File: config.mk
export PLATFORM = sky130hd
export DESIGN_NAME = rob_commit_flat
export DESIGN_NICKNAME = d
export VERILOG_FILES = /design/src/rtl/rob_pkg.sv /design/src/rtl/rob_commit_if.sv /design/src/rtl/rob_entry_array.sv /design/src/rtl/rob_commit.sv /design/src/flat_wrapper.sv
export SDC_FILE = /design/constraint.sdc
export NUM_CORES = 1
export LEC_CHECK = 0
export BUFFER_PORTS_ARGS = -buffer_cell sky130_fd_sc_hd__buf_2
export CAP_MARGIN = 30
export CORE_ASPECT_RATIO = 1.1
export CORE_MARGIN = 3
export CORE_UTILIZATION = 28
export CTS_BUF_LIST = sky130_fd_sc_hd__clkbuf_16
export CTS_CLUSTER_SIZE = 8
export DETAILED_ROUTE_END_ITERATION = 8
export PLACE_DENSITY = 0.47
export SLEW_MARGIN = 20
export SYNTH_ARGS = -nofsm -noshare
export SYNTH_HDL_FRONTEND = slang
export SYNTH_SLANG_ARGS = --single-unit
File: constraint.sdc
create_clock -name clk -period 3.4 [get_ports clk]
set_clock_uncertainty 0.1 [all_clocks]
set_input_delay 0.34 -clock clk [delete_from_list [all_inputs] [get_ports clk]]
set_output_delay 0.34 -clock clk [all_outputs]
set_load 0.01 [all_outputs]
File: src/rtl/rob_pkg.sv
// rtl/rob_pkg.sv - shared widths, FSM codes and entry field types for the reorder buffer
package rob_pkg;

  localparam int ARCHFILE_SIZE_DEF = 32;
  localparam int PHYSFILE_SIZE_DEF = 256;
  localparam int ROB_SIZE_DEF      = 16;

  localparam int ROB_TAG_W = $clog2(ROB_SIZE_DEF);
  localparam int ARCH_W    = $clog2(ARCHFILE_SIZE_DEF);
  localparam int PHYS_W    = $clog2(PHYSFILE_SIZE_DEF);

  localparam logic [0:0] RUN   = 1'b0;
  localparam logic [0:0] FLUSH = 1'b1;

  // Payload captured at rename and handed back at commit.
  typedef struct packed {
    logic              has_rd;
    logic [ARCH_W-1:0] arch_rd;
    logic [PHYS_W-1:0] phys_new;
    logic [PHYS_W-1:0] phys_old;
  } rob_payload_t;

endpackage

File: src/rtl/rob_commit_if.sv
// rtl/rob_commit_if.sv - rename/ring/commit signal bundle between the ROB and its neighbours
interface rob_commit_if #(
  parameter int TAG_BITS  = rob_pkg::ROB_TAG_W,
  parameter int ARCH_BITS = rob_pkg::ARCH_W,
  parameter int PHYS_BITS = rob_pkg::PHYS_W
);

  logic                 alloc_valid;
  logic                 alloc_has_rd;
  logic [ARCH_BITS-1:0] alloc_arch_rd;
  logic [PHYS_BITS-1:0] alloc_phys_new;
  logic [PHYS_BITS-1:0] alloc_phys_old;
  logic                 alloc_ready;
  logic [TAG_BITS-1:0]  alloc_tag;

  logic                 ring_update;
  logic [TAG_BITS-1:0]  ring_tag;
  logic                 ring_exc;

  logic                 rob_update;
  logic [ARCH_BITS-1:0] arch_rob_update;
  logic [PHYS_BITS-1:0] arch_rob_nonspec_phys;
  logic [PHYS_BITS-1:0] phys_rob_free;
  logic                 rollback;
  logic                 empty;

  modport slave (
    input  alloc_valid, alloc_has_rd, alloc_arch_rd, alloc_phys_new, alloc_phys_old,
    output alloc_ready, alloc_tag,
    input  ring_update, ring_tag, ring_exc,
    output rob_update, arch_rob_update, arch_rob_nonspec_phys, phys_rob_free,
    output rollback, empty
  );

  modport master (
    output alloc_valid, alloc_has_rd, alloc_arch_rd, alloc_phys_new, alloc_phys_old,
    input  alloc_ready, alloc_tag,
    output ring_update, ring_tag, ring_exc,
    input  rob_update, arch_rob_update, arch_rob_nonspec_phys, phys_rob_free,
    input  rollback, empty
  );

endinterface

File: src/rtl/rob_entry_array.sv
// rtl/rob_entry_array.sv - ROB entry storage: write at tail, ring-set-done, retire-clear, flash-clear
module rob_entry_array
  import rob_pkg::*;
#(
  parameter int ROB_SIZE  = ROB_SIZE_DEF,
  parameter int ARCH_BITS = ARCH_W,
  parameter int PHYS_BITS = PHYS_W,
  localparam int IDX_W    = $clog2(ROB_SIZE)
) (
  input  logic                 clk,
  input  logic                 rst,
  input  logic                 wr_en,
  input  logic [IDX_W-1:0]     wr_idx,
  input  logic                 wr_has_rd,
  input  logic [ARCH_BITS-1:0] wr_arch_rd,
  input  logic [PHYS_BITS-1:0] wr_phys_new,
  input  logic [PHYS_BITS-1:0] wr_phys_old,
  input  logic                 set_en,
  input  logic [IDX_W-1:0]     set_idx,
  input  logic                 set_exc,
  input  logic                 ret_en,
  input  logic [IDX_W-1:0]     ret_idx,
  input  logic                 flash_clr,
  input  logic [IDX_W-1:0]     rd_idx,
  output logic                 rd_valid,
  output logic                 rd_done,
  output logic                 rd_exc,
  output logic                 rd_has_rd,
  output logic [ARCH_BITS-1:0] rd_arch_rd,
  output logic [PHYS_BITS-1:0] rd_phys_new,
  output logic [PHYS_BITS-1:0] rd_phys_old
);

  logic [ROB_SIZE-1:0]  valid;
  logic [ROB_SIZE-1:0]  done;
  logic [ROB_SIZE-1:0]  exc;
  logic                 has_rd_q [ROB_SIZE];
  logic [ARCH_BITS-1:0] arch_q   [ROB_SIZE];
  logic [PHYS_BITS-1:0] new_q    [ROB_SIZE];
  logic [PHYS_BITS-1:0] old_q    [ROB_SIZE];

  logic set_ok;

  // Completions for free slots, or for the slot being allocated right now, are stale.
  assign set_ok = set_en && valid[set_idx] && !(wr_en && (wr_idx == set_idx));

  always_ff @(posedge clk or negedge rst) begin
    if (!rst) begin
      valid <= '0;
      done  <= '0;
      exc   <= '0;
    end else if (flash_clr) begin
      valid <= '0;
      done  <= '0;
      exc   <= '0;
    end else begin
      if (set_ok) begin
        done[set_idx] <= 1'b1;
        exc[set_idx]  <= set_exc;
      end
      if (wr_en) begin
        valid[wr_idx] <= 1'b1;
        done[wr_idx]  <= 1'b0;
        exc[wr_idx]   <= 1'b0;
      end
      if (ret_en) begin
        valid[ret_idx] <= 1'b0;
      end
    end
  end

  always_ff @(posedge clk) begin
    if (wr_en) begin
      has_rd_q[wr_idx] <= wr_has_rd;
      arch_q[wr_idx]   <= wr_arch_rd;
      new_q[wr_idx]    <= wr_phys_new;
      old_q[wr_idx]    <= wr_phys_old;
    end
  end

  assign rd_valid    = valid[rd_idx];
  assign rd_done     = done[rd_idx];
  assign rd_exc      = exc[rd_idx];
  assign rd_has_rd   = has_rd_q[rd_idx];
  assign rd_arch_rd  = arch_q[rd_idx];
  assign rd_phys_new = new_q[rd_idx];
  assign rd_phys_old = old_q[rd_idx];

endmodule

File: src/rtl/rob_commit.sv
// rtl/rob_commit.sv - in-order ROB commit/rollback control; ROB_STATS_EN adds commit/flush counters
module rob_commit
  import rob_pkg::*;
#(
  parameter int ARCHFILE_SIZE = ARCHFILE_SIZE_DEF,
  parameter int PHYSFILE_SIZE = PHYSFILE_SIZE_DEF,
  parameter int ROB_SIZE      = ROB_SIZE_DEF
) (
  input  logic        clk,
  input  logic        rst,
`ifdef ROB_STATS_EN
  output logic [31:0] commit_cnt,
  output logic [15:0] flush_cnt,
`endif
  rob_commit_if.slave bus
);

  localparam int TAG_W = $clog2(ROB_SIZE);
  localparam int CNT_W = TAG_W + 1;
  localparam int A_W   = $clog2(ARCHFILE_SIZE);
  localparam int P_W   = $clog2(PHYSFILE_SIZE);

  logic [0:0]       state;
  logic [TAG_W-1:0] head;
  logic [TAG_W-1:0] tail;
  logic [CNT_W-1:0] count;

  logic             full;
  logic             alloc_fire;
  logic             retire;
  logic             except;

  logic             head_valid;
  logic             head_done;
  logic             head_exc;
  logic             head_has_rd;
  logic [A_W-1:0]   head_arch_rd;
  logic [P_W-1:0]   head_phys_new;
  logic [P_W-1:0]   head_phys_old;

  logic             rob_update_q;
  logic             rollback_q;
  logic [A_W-1:0]   arch_q;
  logic [P_W-1:0]   nonspec_q;
  logic [P_W-1:0]   free_q;

  assign full            = (count == CNT_W'(ROB_SIZE));
  assign bus.alloc_ready = (state == RUN) && !full && !rollback_q;
  assign bus.alloc_tag   = tail;
  assign bus.empty       = (count == '0);

  assign alloc_fire = bus.alloc_valid && bus.alloc_ready;
  assign retire     = (state == RUN) && head_valid && head_done && !head_exc;
  assign except     = (state == RUN) && head_valid && head_done && head_exc;

  rob_entry_array #(
    .ROB_SIZE  (ROB_SIZE),
    .ARCH_BITS (A_W),
    .PHYS_BITS (P_W)
  ) u_entries (
    .clk         (clk),
    .rst         (rst),
    .wr_en       (alloc_fire),
    .wr_idx      (tail),
    .wr_has_rd   (bus.alloc_has_rd),
    .wr_arch_rd  (bus.alloc_arch_rd),
    .wr_phys_new (bus.alloc_phys_new),
    .wr_phys_old (bus.alloc_phys_old),
    .set_en      (bus.ring_update && (state == RUN)),
    .set_idx     (bus.ring_tag),
    .set_exc     (bus.ring_exc),
    .ret_en      (retire),
    .ret_idx     (head),
    .flash_clr   (state == FLUSH),
    .rd_idx      (head),
    .rd_valid    (head_valid),
    .rd_done     (head_done),
    .rd_exc      (head_exc),
    .rd_has_rd   (head_has_rd),
    .rd_arch_rd  (head_arch_rd),
    .rd_phys_new (head_phys_new),
    .rd_phys_old (head_phys_old)
  );

  always_ff @(posedge clk or negedge rst) begin
    if (!rst) begin
      state <= RUN;
      head  <= '0;
      tail  <= '0;
      count <= '0;
    end else if (state == FLUSH) begin
      state <= RUN;
      head  <= '0;
      tail  <= '0;
      count <= '0;
    end else begin
      if (except) state <= FLUSH;
      if (alloc_fire) tail <= tail + 1'b1;
      if (retire) head <= head + 1'b1;
      count <= count + CNT_W'(alloc_fire) - CNT_W'(retire);
    end
  end

  // Commit data registers only move on a real architectural update.
  always_ff @(posedge clk or negedge rst) begin
    if (!rst) begin
      rob_update_q <= 1'b0;
      rollback_q   <= 1'b0;
      arch_q       <= '0;
      nonspec_q    <= '0;
      free_q       <= '0;
    end else begin
      rob_update_q <= retire && head_has_rd;
      rollback_q   <= except;
      if (retire && head_has_rd) begin
        arch_q    <= head_arch_rd;
        nonspec_q <= head_phys_new;
        free_q    <= head_phys_old;
      end
    end
  end

  assign bus.rob_update            = rob_update_q;
  assign bus.rollback              = rollback_q;
  assign bus.arch_rob_update       = arch_q;
  assign bus.arch_rob_nonspec_phys = nonspec_q;
  assign bus.phys_rob_free         = free_q;

`ifdef ROB_STATS_EN
  always_ff @(posedge clk or negedge rst) begin
    if (!rst) begin
      commit_cnt <= '0;
      flush_cnt  <= '0;
    end else begin
      if (retire && (commit_cnt != '1)) commit_cnt <= commit_cnt + 1'b1;
      if (except && (flush_cnt != '1)) flush_cnt <= flush_cnt + 1'b1;
    end
  end
`endif

endmodule

File: src/flat_wrapper.sv
// flat-port wrapper written by rule: the top's interface ports become plain ports
module rob_commit_flat import rob_pkg::*;
#(
  parameter int ARCHFILE_SIZE = ARCHFILE_SIZE_DEF,
  parameter int PHYSFILE_SIZE = PHYSFILE_SIZE_DEF,
  parameter int ROB_SIZE      = ROB_SIZE_DEF
)
  (clk, rst, bus_alloc_valid, bus_alloc_has_rd, bus_alloc_arch_rd, bus_alloc_phys_new, bus_alloc_phys_old, bus_alloc_ready, bus_alloc_tag, bus_ring_update, bus_ring_tag, bus_ring_exc, bus_rob_update, bus_arch_rob_update, bus_arch_rob_nonspec_phys, bus_phys_rob_free, bus_rollback, bus_empty);
  rob_commit_if bus_i ();
  input  logic clk;
  input  logic rst;
  input wire logic [$bits(bus_i.alloc_valid)-1:0] bus_alloc_valid;
  input wire logic [$bits(bus_i.alloc_has_rd)-1:0] bus_alloc_has_rd;
  input wire logic [$bits(bus_i.alloc_arch_rd)-1:0] bus_alloc_arch_rd;
  input wire logic [$bits(bus_i.alloc_phys_new)-1:0] bus_alloc_phys_new;
  input wire logic [$bits(bus_i.alloc_phys_old)-1:0] bus_alloc_phys_old;
  output wire logic [$bits(bus_i.alloc_ready)-1:0] bus_alloc_ready;
  output wire logic [$bits(bus_i.alloc_tag)-1:0] bus_alloc_tag;
  input wire logic [$bits(bus_i.ring_update)-1:0] bus_ring_update;
  input wire logic [$bits(bus_i.ring_tag)-1:0] bus_ring_tag;
  input wire logic [$bits(bus_i.ring_exc)-1:0] bus_ring_exc;
  output wire logic [$bits(bus_i.rob_update)-1:0] bus_rob_update;
  output wire logic [$bits(bus_i.arch_rob_update)-1:0] bus_arch_rob_update;
  output wire logic [$bits(bus_i.arch_rob_nonspec_phys)-1:0] bus_arch_rob_nonspec_phys;
  output wire logic [$bits(bus_i.phys_rob_free)-1:0] bus_phys_rob_free;
  output wire logic [$bits(bus_i.rollback)-1:0] bus_rollback;
  output wire logic [$bits(bus_i.empty)-1:0] bus_empty;
  assign bus_i.alloc_valid = bus_alloc_valid;
  assign bus_i.alloc_has_rd = bus_alloc_has_rd;
  assign bus_i.alloc_arch_rd = bus_alloc_arch_rd;
  assign bus_i.alloc_phys_new = bus_alloc_phys_new;
  assign bus_i.alloc_phys_old = bus_alloc_phys_old;
  assign bus_alloc_ready = bus_i.alloc_ready;
  assign bus_alloc_tag = bus_i.alloc_tag;
  assign bus_i.ring_update = bus_ring_update;
  assign bus_i.ring_tag = bus_ring_tag;
  assign bus_i.ring_exc = bus_ring_exc;
  assign bus_rob_update = bus_i.rob_update;
  assign bus_arch_rob_update = bus_i.arch_rob_update;
  assign bus_arch_rob_nonspec_phys = bus_i.arch_rob_nonspec_phys;
  assign bus_phys_rob_free = bus_i.phys_rob_free;
  assign bus_rollback = bus_i.rollback;
  assign bus_empty = bus_i.empty;
  rob_commit #(.ARCHFILE_SIZE(ARCHFILE_SIZE), .PHYSFILE_SIZE(PHYSFILE_SIZE), .ROB_SIZE(ROB_SIZE)) u_core (.clk(clk), .rst(rst), .bus(bus_i));
endmodule
==> metrics.txt, run 1 <==
HPWL Detailed=24600 µm; hold_ws=0.112 ns; clk sinks=437; DR WL/cell=23.5 µm; endpoints failing setup=0; Worst Setup EP=u_core.count[4]; critical path arrival=3.71 ns; WP buf/inv=2; sequential area share after synthesis=72.4%; met2 global-route usage=23.6%; root cell of the clock tree=clkbuf_16; Placed Cells=1746; Reg-to-Reg Start=u_core.head[1]; Distinct cells, synth=45; CP Cell Sequence=mux2i_1 -> mux4_2 -> a2111o_1 -> nor3_4 -> xor2_1 -> ha_2 -> inv_2 -> fa_2 -> inv_2 -> a21oi_2 -> nor2_2 -> or3_1 -> a21oi_2; Most Used Layer, Global Route=met2; met1 Usage GRT=17.7%; crit path launch=u_core.head[1]; leak pwr=7.60 nW; initial DRC count=562; Post-Route Setup TNS=0 ns; RSZ-0062 raised after global routing=yes; vias=8907; final hold violations=0; Cell Area, Synth=17500 µm²; Worst Hold Class=in2reg; clk_lat worst skew=0.60 ns; number of placement rows=95; GR Layer Usage met3=2.92%; Worst Path Max Fanout=7; layout cells sized above 1=32.8%; Slew Limit Fails=0; crit share post-route=96.7%; Crit Path Class=reg2reg; antenna violations before repair=1; post-synthesis average cell area=20.3 µm²; Yosys reg bits=437; min Tclk post-route=3.29 ns; core box area=61600 µm²; slowest CP cell=dfrtp_4; CTS clk-pin slew, worst paths=0.06 ns; DR pass1 iterations=4; EDFF count, synth=352; area delta synth->final=21.5%; Tightest Pin Transition=0.846 ns; Ys Warns=0; register cell area after layout=12700 µm²; starting density of the core=28.5%; post-route insts no fill=1886; Synth Flop Type=edfxtp_1; multi-input logic area=4590 µm²; CTS buffer count=60; GPL Wtd Cong=0.785; Die Area=65700 µm²; CTS tree=done; FFs w/ async S/R, synth=19.5%; wire length of the first global-routing pass=66000 µm; Residual DRC=0; syn nets=908; number of cells on the critical path=13; Avg Vias per Cell=4.72; slew margin rel.=43.5%; R2R depth=13; PwrDens=859 nW/µm²; Required @ worst endpoint=3.82 ns; Routed WL=44300 µm; CP max stage delay=0.52 ns; # diodes=0; Fillers=5897; H-tree depth=2; Max clock buf depth=3; Routed Antenna Nets=0; GRT Overall Usage=13.6%; largest net degree at the start of global routing=86; Port Buffer Count=59; Cells after Synth=863; Ports=60; Overflow after GRT=0; max-cap violation count=0; vias in the first global route=9841; final net count=1059; Top Family by Delay on Critical Path=compound AO/OA/AOI/OAI gates; element type at the critical path start=register; Worst R2R End=u_core.count[4]; outcome=finished clean; Chip Height=269 µm; VDD IR max=0.510 mV; Die Wd=245 µm; Worst setup EP type=register; R2R Setup Slk=0.11 ns; fmax=0.304 GHz
area by class of cell:
type                       count  area share (%)
sequential                   437            59.6
multi-input combinational    354            21.5
inverter                      26           0.458
tap                          824            4.84
clock buffer                  61            7.16
timing repair buffer         135            5.40
clock inverter                49            1.01
placed cells by master (no fill, tap or decap), types with 5 or more instances in the layout:
cell           count
and2_2            16
buf_2             59
mux4_2           119
a211oi_1          20
nor2_1            29
mux2_4            19
a21oi_1            6
buf_4             34
nor3_1            20
dfrtp_1           80
a311oi_1          12
xor2_1             9
clkbuf_16         61
dlygate4sd3_1     23
inv_1             71
nand4_1           10
nand4b_1           5
nand2_1            6
nor2b_1            6
buf_12            18
edfxtp_1         352
mux2i_1           22
ha_1              12
logic make-up (layout without fill, tap and decap cells):
kind of cell	after synthesis	after routing	synth area share [%]
mux	162	162	18.3
xor+xnor	13	13	0.649
fa+ha+maj	14	14	1.04
compound gates	53	53	2.30
flops	437	437	72.4
simple gates	112	112	3.65
buf+inv	72	271	1.72
state kept, by name (all words and copies together) (netlist names):
name,count
u_core.bus.alloc_tag,4
u_core.state,1
u_core.bus.rob_update,1
u_core.u_entries.new_q,128
u_core.bus.rollback,1
u_core.bus.arch_rob_nonspec_phys,8
u_core.u_entries.arch_q,80
u_core.u_entries.old_q,128
u_core.head,4
u_core.u_entries.has_rd_q,16
u_core.count,5
u_core.bus.arch_rob_update,5
u_core.u_entries.valid,16
u_core.bus.phys_rob_free,8
u_core.u_entries.done,16
u_core.u_entries.exc,16
worst register-to-register path, delay by kind of cell (launching register included):
kind,cells,cell delay (ns)
flops,1,0.52
buf+inv,2,0.10
mux,2,0.61
simple gates,3,0.63
compound gates,3,0.72
fa+ha+maj,2,0.40
xor+xnor,1,0.11
where the power goes:
| group | internal, W | leakage (nW) | switching [W] |
|---|---|---|---|
| clock network | 0.00319 | 1.02 | 0.00221 |
| logic | 0.00285 | 2.35 | 0.00284 |
| registers | 0.00674 | 4.23 | 0.000482 |
| total | 0.0128 | 7.60 | 0.00553 |
per-stage QoR:
step                      utilization (%)  worst slack [ns]  total power (W)  instance area (µm²)
final                                34.6             0.112           0.0183                21300
after global routing                 34.6           -0.0222           0.0193                21300
after CTS                            34.5            0.0238           0.0186                21300
after detailed placement             31.3            0.0546           0.0130                19300
after global placement               31.3             0.114           0.0130                19300
after floorplan                         -           -0.0511           0.0111                17600
per-layer routing:
metal / up-vias / wire length, µm / share of wire (%)
met4: 2 / 815 / 1.8
met1: 4809 / 19000 / 43
met3: 60 / 1940 / 4.4
li1: 3841 / - / -
met5: - / 13 / 0.029
met2: 195 / 22500 / 51
cells in the mapped netlist, types with 13 or more instances:
master,number,area share [%]
nor3_1,20,0.57
mux2_4,19,1.6
edfxtp_1,352,60
mux4_2,119,15
inv_1,26,0.56
mux2i_1,22,1.3
a211oi_1,20,0.86
dfrtp_1,85,12
ha_1,13,0.93
and2_1,18,0.64
clkbuf_1,28,0.60
nor2_1,30,0.64
worst min-delay path by stage:
stage                                     to  slack [ns]  depth (start not counted)         start
global placement             u_core.count[3]        0.35                          2           rst
floorplan            u_core.bus.alloc_tag[0]       -0.06                          0           rst
detailed placement           u_core.count[3]        0.35                          2           rst
finish              u_core.u_entries.exc[14]        0.11                          3  bus_ring_exc
CTS                  u_core.u_entries.exc[4]        0.07                          3  bus_ring_exc
global route        u_core.u_entries.exc[14]        0.11                          3  bus_ring_exc
timing repair:
item	4_1_cts	5_1_grt
endpoints found under the hold margin	406	0
setup buffers	0	7
setup endpoints to repair	0	1
hold buffers	23	0
resized for setup	0	6
Power figures use the tool's default switching activity.
==> run 2: changes to the inputs <==
- CORE_ASPECT_RATIO: 1.1 -> 0.6
==> metrics.txt, run 2 (same netlist as run 1, synthesis figures left out) <==
vias=9047 (was 8907); hold path endpoint=u_core.u_entries.arch_q[9][4] (was u_core.u_entries.exc[14]); GRT Overall Usage=14.0% (was 13.6%); HPWL Detailed=25200 µm (was 24600 µm); CTS tree=done (unchanged); commonest non-fill, non-tap cells in the layout=edfxtp_1 (352), mux4_2 (119), dfrtp_1 (80) (unchanged); clk sinks=437 (unchanged); Residual DRC=0 (unchanged); PwrDens=869 nW/µm² (was 859 nW/µm²); Die Wd=329 µm (was 245 µm); Largest regs=u_core.u_entries.new_q: 128 flops, u_core.u_entries.old_q: 128 flops, u_core.u_entries.arch_q: 80 flops (unchanged); hold_ws=0.0379 ns (was 0.112 ns); R2R Setup Slk=0.10 ns (was 0.11 ns); VDD IR max=0.401 mV (was 0.510 mV); slew margin rel.=35.7% (was 43.5%); number of placement rows=70 (was 95); Tightest Pin Transition=0.964 ns (was 0.846 ns); DR pass1 iterations=4 (unchanged); endpoints failing setup=0 (unchanged); wire length of the first global-routing pass=66900 µm (was 66000 µm); final hold violations=0 (unchanged); Hold Startpoint=bus_alloc_arch_rd[4] (was bus_ring_exc); GPL Wtd Cong=0.786 (was 0.785); final net count=1053 (was 1059); Worst Hold Class=in2reg (unchanged); Avg Vias per Cell=4.81 (was 4.72); vias in the first global route=9341 (was 9841); Die Area=65800 µm² (was 65700 µm²); Routed Antenna Nets=0 (unchanged); Worst setup EP type=register (unchanged); antenna violations before repair=1 (unchanged); H-tree depth=2 (unchanged); Routed WL=45400 µm (was 44300 µm); cell depth of the worst hold path=1 (was 3); clk_lat worst skew=0.60 ns (about the same); max-cap violation count=0 (unchanged); R2R depth=14 (was 13); Slew Limit Fails=0 (unchanged); Max clock buf depth=3 (unchanged); Crit Path Class=reg2reg (unchanged); Worst R2R End=u_core.count[4] (unchanged); DR WL/cell=24.1 µm (was 23.5 µm); leak pwr=7.57 nW (was 7.60 nW); leading cell type in the layout, fill and taps excluded=edfxtp_1 (unchanged); critical path arrival=3.71 ns (about the same); post-route insts no fill=1881 (was 1886); Chip Height=200 µm (was 269 µm); Worst Path Max Fanout=4 (was 7); initial DRC count=751 (was 562); core box area=61500 µm² (was 61600 µm²); dpl ws=0.0196 ns (was 0.0546 ns); area delta synth->final=21.2% (was 21.5%); crit share post-route=97.0% (was 96.7%); Overflow after GRT=0 (unchanged); layout cells sized above 1=33.2% (was 32.8%); PnR worst setup slack=0.102 ns (was 0.112 ns); outcome=finished clean (unchanged); largest net degree at the start of global routing=64 (was 86); CTS buffer count=60 (unchanged); # diodes=0 (unchanged); Placed Cells=1746 (unchanged); Required @ worst endpoint=3.81 ns (was 3.82 ns); CTS clk-pin slew, worst paths=0.06 ns (about the same); root cell of the clock tree=clkbuf_16 (unchanged); Ports=60 (unchanged); Reg-to-Reg Start=u_core.head[0] (was u_core.head[1]); element type at the critical path start=register (unchanged); Port Buffer Count=59 (unchanged); fmax=0.303 GHz (was 0.304 GHz); min Tclk post-route=3.30 ns (was 3.29 ns); starting density of the core=28.5% (about the same)
## run 2: changes by cell type in the layout (fill, tap and decap cells not counted), moves of 2 or more
cell           before  now
buf_12             18   21
dlygate4sd3_1      23   14
a21oi_2             2    0
a21oi_1             6    8
inv_1              71   68
## run 2: worst max path at each step
stage	end	cells after the start	from	slack (ns)
after floorplan	u_core.count[4]	15	u_core.head[1]	-0.05
after global placement	u_core.count[4]	13	u_core.head[1]	0.08
after detailed placement	u_core.count[4]	13	u_core.head[1]	0.02
after CTS	u_core.count[4]	13	u_core.head[1]	0.02
after global routing	u_core.count[4]	15	u_core.head[0]	-0.006
final	u_core.count[4]	14	u_core.head[0]	0.10
## run 2: worst max-delay path, cell delays in order (launching register included)
cell      delay, ns
dfrtp_4        0.50
buf_8          0.13
buf_4          0.12
mux4_2         0.41
a2111o_1       0.42
nor3_4         0.21
xor2_1         0.11
ha_2           0.20
inv_2          0.06
fa_2           0.21
inv_2          0.03
a21oi_1        0.12
nor2_1         0.07
or3_1          0.36
a21oi_1        0.14
## run 2: repair_timing
item / CTS / global route
hold endpoints to repair: 187 / 0
buffers inserted: 0 / 14
endpoints found under the setup margin: 0 / 2
hold buffers: 14 / 0
resized for setup: 0 / 6
## run 2: cell type report
class / count / area [µm²]
Clock inverter: 46 / 190
Tap cell: 828 / 1040
Fill cell: 5825 / 40200
Clock buffer: 61 / 1530
Multi-Input combinational cell: 354 / 4580
Timing Repair Buffer: 129 / 1130
Inverter: 26 / 97.6
Sequential cell: 437 / 12700
## run 2: per-stage QoR
stage	utilization, %	cell area (µm²)	TNS (ns)	total power [W]
after floorplan	-	17600	-0.0511	0.0111
after global placement	31.4	19300	0	0.0130
after CTS	34.4	21100	0	0.0186
final	34.6	21300	0	0.0185
after detailed placement	31.4	19300	0	0.0131
after global routing	34.6	21300	-0.00550	0.0195
## run 2: power breakdown
| part | internal [W] | switching [W] |
|---|---|---|
| logic | 0.00293 | 0.00292 |
| registers | 0.00674 | 0.000494 |
| clock network | 0.00318 | 0.00221 |
## run 2: routing by layer
layer | routed length [µm] | global-route usage [%] | part of all wire (%)
met5 | 13 | 0 | 0.029
met3 | 2740 | 3.56 | 6.0
met4 | 671 | 2.90 | 1.5
met1 | 22400 | 21.5 | 49
met2 | 19600 | 19.9 | 43
